$ cat src/rtl/fifo_uart_tx.sv
// Drains a first-word-fall-through FIFO and serialises each word as an async
// frame: start bit, data LSB first, optional parity, then one or two stop bits.
module fifo_uart_tx #(
  parameter int DATA_WIDTH   = 8,
  parameter int CLKS_PER_BIT = 4,
  parameter int PARITY       = 0,
  parameter int STOP_BITS    = 1
) (
  input  logic                  clk,
  input  logic                  reset,
  input  logic                  enable,
  input  logic                  fifo_val,
  input  logic [DATA_WIDTH-1:0] fifo_data,
  output logic                  fifo_read,
  output logic                  txd,
  output logic                  busy,
  output logic                  frame_done
);

  localparam int CW = (CLKS_PER_BIT > 1) ? $clog2(CLKS_PER_BIT) : 1;
  localparam int IW = (DATA_WIDTH > 1) ? $clog2(DATA_WIDTH) : 1;
  localparam logic [CW-1:0] CNT_LAST  = CW'(CLKS_PER_BIT - 1);
  localparam logic [IW-1:0] DATA_LAST = IW'(DATA_WIDTH - 1);
  localparam logic [IW-1:0] STOP_LAST = IW'(STOP_BITS - 1);
  localparam logic          ODD_PAR   = (PARITY == 2);

  localparam logic [2:0] S_IDLE   = 3'd0;
  localparam logic [2:0] S_START  = 3'd1;
  localparam logic [2:0] S_DATA   = 3'd2;
  localparam logic [2:0] S_PARITY = 3'd3;
  localparam logic [2:0] S_STOP   = 3'd4;

  logic [2:0]            state_reg;
  logic [CW-1:0]         cnt_reg;
  logic [IW-1:0]         idx_reg;
  logic [DATA_WIDTH-1:0] data_reg;
  logic                  parity_reg;
  logic                  txd_reg;
  logic                  busy_reg;
  logic                  read_reg;
  logic                  done_reg;

  logic cnt_done;
  logic frame_end;
  logic capture;

  // idx_reg doubles as the stop-bit counter once the data bits are out.
  assign cnt_done  = (cnt_reg == CNT_LAST);
  assign frame_end = (state_reg == S_STOP) && cnt_done && (idx_reg == STOP_LAST);
  // The end-of-frame edge may capture the next word so frames run gap-free.
  assign capture   = enable && fifo_val && ((state_reg == S_IDLE) || frame_end);

  always_ff @(posedge clk or posedge reset) begin
    if (reset) begin
      state_reg  <= S_IDLE;
      cnt_reg    <= '0;
      idx_reg    <= '0;
      data_reg   <= '0;
      parity_reg <= 1'b0;
      txd_reg    <= 1'b1;
      busy_reg   <= 1'b0;
      read_reg   <= 1'b0;
      done_reg   <= 1'b0;
    end else begin
      read_reg <= capture;
      done_reg <= frame_end;
      if (capture) begin
        data_reg   <= fifo_data;
        parity_reg <= (^fifo_data) ^ ODD_PAR;
        txd_reg    <= 1'b0;
        busy_reg   <= 1'b1;
        state_reg  <= S_START;
        cnt_reg    <= '0;
        idx_reg    <= '0;
      end else if (frame_end) begin
        txd_reg   <= 1'b1;
        busy_reg  <= 1'b0;
        state_reg <= S_IDLE;
        cnt_reg   <= '0;
        idx_reg   <= '0;
      end else if (state_reg != S_IDLE) begin
        cnt_reg <= cnt_done ? '0 : cnt_reg + 1'b1;
        if (cnt_done) begin
          case (state_reg)
            S_START: begin
              state_reg <= S_DATA;
              txd_reg   <= data_reg[0];
            end
            S_DATA: begin
              if (idx_reg == DATA_LAST) begin
                idx_reg <= '0;
                if (PARITY != 0) begin
                  state_reg <= S_PARITY;
                  txd_reg   <= parity_reg;
                end else begin
                  state_reg <= S_STOP;
                  txd_reg   <= 1'b1;
                end
              end else begin
                idx_reg  <= idx_reg + 1'b1;
                data_reg <= data_reg >> 1;
                txd_reg  <= data_reg[1];
              end
            end
            S_PARITY: begin
              state_reg <= S_STOP;
              txd_reg   <= 1'b1;
            end
            S_STOP: idx_reg <= idx_reg + 1'b1;
            default: state_reg <= S_IDLE;
          endcase
        end
      end
    end
  end

  assign fifo_read  = read_reg;
  assign txd        = txd_reg;
  assign busy       = busy_reg;
  assign frame_done = done_reg;

endmodule

$ cat config.mk
export PLATFORM = sky130hd
export DESIGN_NAME = fifo_uart_tx
export DESIGN_NICKNAME = d
export VERILOG_FILES = /design/src/rtl/fifo_uart_tx.sv
export SDC_FILE = /design/constraint.sdc
export NUM_CORES = 1
export LEC_CHECK = 0
export CAP_MARGIN = 10
export CELL_PAD_IN_SITES_DETAIL_PLACEMENT = 0
export CELL_PAD_IN_SITES_GLOBAL_PLACEMENT = 1
export CORE_UTILIZATION = 40
export CTS_CLUSTER_SIZE = 24
export DETAILED_ROUTE_END_ITERATION = 12
export GPL_TIMING_DRIVEN = 1
export PLACE_DENSITY_LB_ADDON = 0.2
export SLEW_MARGIN = 20
export SYNTH_ARGS = -nofsm -noshare
export SYNTH_HDL_FRONTEND = slang
export SYNTH_SLANG_ARGS = --single-unit
$ cat constraint.sdc
create_clock -name clk -period 2.2 [get_ports clk]
set_input_delay 0.33 -clock clk [delete_from_list [all_inputs] [get_ports clk]]
set_output_delay 0.33 -clock clk [all_outputs]
set_load 0.02 [all_outputs]
==> qor.csv <==
stage,metric,value,unit
setup_path,CP Capture Type,register,
timing,Final Critical Period,1.94,ns
floorplanning,Total Die Area,0.00275,mm²
timing,Final Hold Vio Count,0,
global_route,Overall Global Routing Usage,16.6,%
synth,asr flop ratio synth,100,%
clocking,# hold bufs at CTS,0,
power,pwr dens,1190,mW/mm²
floorplanning,Row Count,17,
clocking,TritonCTS Sinks,20,
cells_and_area,Storage cell area,502,µm²
global_route,vias in the first global route,692,
synth,Syn Area/Cell,10.6,µm²
clocking,Post-CTS Setup Repair Bufs,0,
floorplanning,die width,52.5,µm
global_route,Congestion Overflow GR,0,
cells_and_area,Antenna diodes,0,
drt,DR WL/cell,12.5,µm
synth,syn_nets,113,
outcome,status,"complete, no violations",
timing,Worst Clk Skew,0.00328,ns
power,internal power,914,µW
global_route,initial antenna violation count,0,
cells_and_area,Fill cells,224,
synth,Synth Instances,96,
drt,Vias,711,
floorplanning,initial core utilization,44.3,%
place,"worst slack, placed",0.278,ns
synth,dominant synthesized flop cell,dfrtp_1,
power,sequential share of power,46.2,%
cells_and_area,share of layout cells above drive strength 1,9.01,%
setup_path,CP startpoint kind,register,
place,GP Congestion,0.861,
setup_path,CP max FO,8,
setup_path,required time worst endpoint,2.40,ns
clocking,post-CTS resize count,0,
floorplanning,die span in y,52.5,µm
drt,Post-Route WL,1.74,mm
synth,"area leader, netlist",dfrtp_1,
power,Psw,532,µW
drt,drt drc,0,
power,sw frac,36.8,%
drt,"antenna viol nets, final",0,
place,# port buffers,15,
global_route,global-route wire length before repair,3.28,mm
place,DP Cell Count,135,
synth,Syn. warnings,0,
synth,"Cell Area, Synth",0.00102,mm²
place,"Cell Area, Placed",0.00117,mm²
setup_path,CP max stage delay,0.43,ns
clocking,CTS tree,done,
clocking,Num CTS Buffers,3,
drt,Iter 0 DRT Violations,4,
synth,Synth top area share,46.7,%
clocking,clk buf depth,2,
timing,WHS,0.450,ns
synth,most common library cells after synthesis,"19 x dfrtp_1, 8 x inv_1, 8 x nor2_1, 7 x a21o_1",
timing,Rel. slew slack,50.3,%
cells_and_area,nets,129,
timing,Max Clk Rate,514,MHz
power,combinational power share,39.3,%
clocking,CTS root buffer,clkbuf_4,
setup_path,WP data arrival,2.14,ns
setup_path,Register-to-Register Path Depth,6,
timing,RSZ-0062 raised after global routing,no,
setup_path,Setup CP Type,reg2reg,
floorplanning,Core Area,0.00230,mm²
power,Max IR drop VDD,0.609,mV
floorplanning,Top Ports,16,
timing,worst setup margin,0.256,ns
power,Leak Pwr,0.000588,µW
min_path,Hold/Removal Path Class,in2async,
cells_and_area,footprint of the multi-input gates,449,µm²
setup_path,crit-path cells,"ha_1, ha_1, or3_1, nor2_4, nor2_1, a21o_1",
global_route,pin count of the biggest net entering global routing,21,
power,Clock power frac,14.4,%
timing,Slew @ Worst Pin,0.744,ns
synth,Post-synth EDFFs,0,
cells_and_area,max reg flops,8,
synth,number of synthesized register bits,20,
setup_path,CP max-delay cell,dfrtp_1,
synth,"Seq/Total Area, Yosys",49.3,%
drt,Pre-antenna DRT Iters,4,
cells_and_area,Post-Layout Cell Count,139,
synth,top-count cell post-synth,dfrtp_1,
timing,Slew Limit Fails,0,
drt,via density per instance,5.12,
timing,fin crit share,88.4,%
synth,"Distinct cells, synth",31,
clocking,CTS H-tree lvls,1,
setup_path,"most used cell, CP",ha_1,
flow_run,number of max-cap violations,0,
timing,setup TNS,0,ns
cells_and_area,Layout area overhead,18.8,%
place,Final HPWL DP,1.27,mm
clocking,Clock Pin Slew Worst Setup and Hold Paths,0.11,ns
cells_and_area,post-route cell area,0.00121,mm²
timing,final setup violation count,0,
synth,"top cells by area, synth","dfrtp_1 47%, ha_1 6.1%, a21o_1 5.2%",
clocking,clk_lat worst skew,0.29,ns
[cell usage in the layout, fill, tap and decap left out]
cell type / count
a21boi_0: 1
a21o_1: 7
a21oi_1: 4
a21oi_2: 1
a221oi_1: 1
a22o_1: 6
a31oi_1: 1
and3_1: 1
and3b_1: 1
buf_4: 1
clkbuf_4: 3
clkbuf_8: 1
clkdlybuf4s50_1: 15
dfrtp_1: 19
dfstp_2: 1
ha_1: 5
inv_1: 8
mux2i_1: 3
nand2_1: 6
nor2_1: 8
nor2_4: 1
nor3_1: 3
o2111a_1: 1
o211ai_1: 1
o21ai_0: 4
o21ai_1: 1
o21bai_1: 1
o41ai_1: 1
or3_1: 1
or3_4: 1
or3b_1: 1
or4_4: 1
xnor2_1: 1
[cell type report]
type | count | area share, %
well taps | 28 | 2.90
multi-input cells | 63 | 37.1
repair buffers | 16 | 13.0
flip-flops and latches | 20 | 41.5
inverters | 8 | 2.48
clock buffers | 4 | 3.00
[logic make-up after synthesis]
| kind of cell | after synthesis | share of synthesized area, % |
|---|---|---|
| buffers and inverters | 13 | 6.63 |
| DFF | 20 | 49.3 |
| adders and majority gates | 5 | 6.14 |
| AOI/OAI and AO/OA | 30 | 21.3 |
| and+or+nand+nor | 24 | 12.9 |
| muxes | 3 | 2.95 |
| xor gates and xnor gates | 1 | 0.860 |
[metrics by stage]
stage | total power [µW] | util, %
after detailed placement | 1250 | 51.1
after floorplan | 1130 | -
final | 1450 | 52.7
after CTS | 1470 | 52.7
after global placement | 1240 | 51.1
after global routing | 1590 | 52.7
[power groups by stage]
stage          logic, µW  clock network [µW]  registers, µW
5_1_grt              659                 238            697
3_3_place_gp         568                   0            674
4_1_cts              577                 221            668
6_report             569                 209            668
3_5_place_dp         573                   0            676
2_1_floorplan        495                   0            631
[final timing paths]
kind	from	to	slack [ns]
max in group asynchronous	reset	state_reg[0]	1.28
hold reg to reg	data_reg[5]	data_reg[5]	0.49
setup / recovery	idx_reg[0]	data_reg[2]	0.26
hold / removal	reset	idx_reg[1]	0.45
setup reg to reg	idx_reg[0]	data_reg[2]	0.26
min in group clk	data_reg[5]	data_reg[5]	0.49
[worst max-delay path, delay by kind of cell, from the launching register on]
family | cells | cell delay [ns]
adder cells (fa/ha/maj) | 2 | 0.43
AO/OA/AOI/OAI | 1 | 0.21
flip-flops | 1 | 0.43
AND/OR/NAND/NOR | 3 | 0.77
[routing by layer]
| metal | track usage, % | share of wire, % | vias to the layer above |
|---|---|---|---|
| met5 | 0 | 0 | - |
| met4 | 7.89 | 1.1 | 0 |
| met3 | 3.19 | 3.8 | 2 |
| met2 | 21.9 | 41 | 16 |
| met1 | 25.3 | 54 | 326 |
| li1 | - | - | 367 |
(Power assumes the default switching activity.)
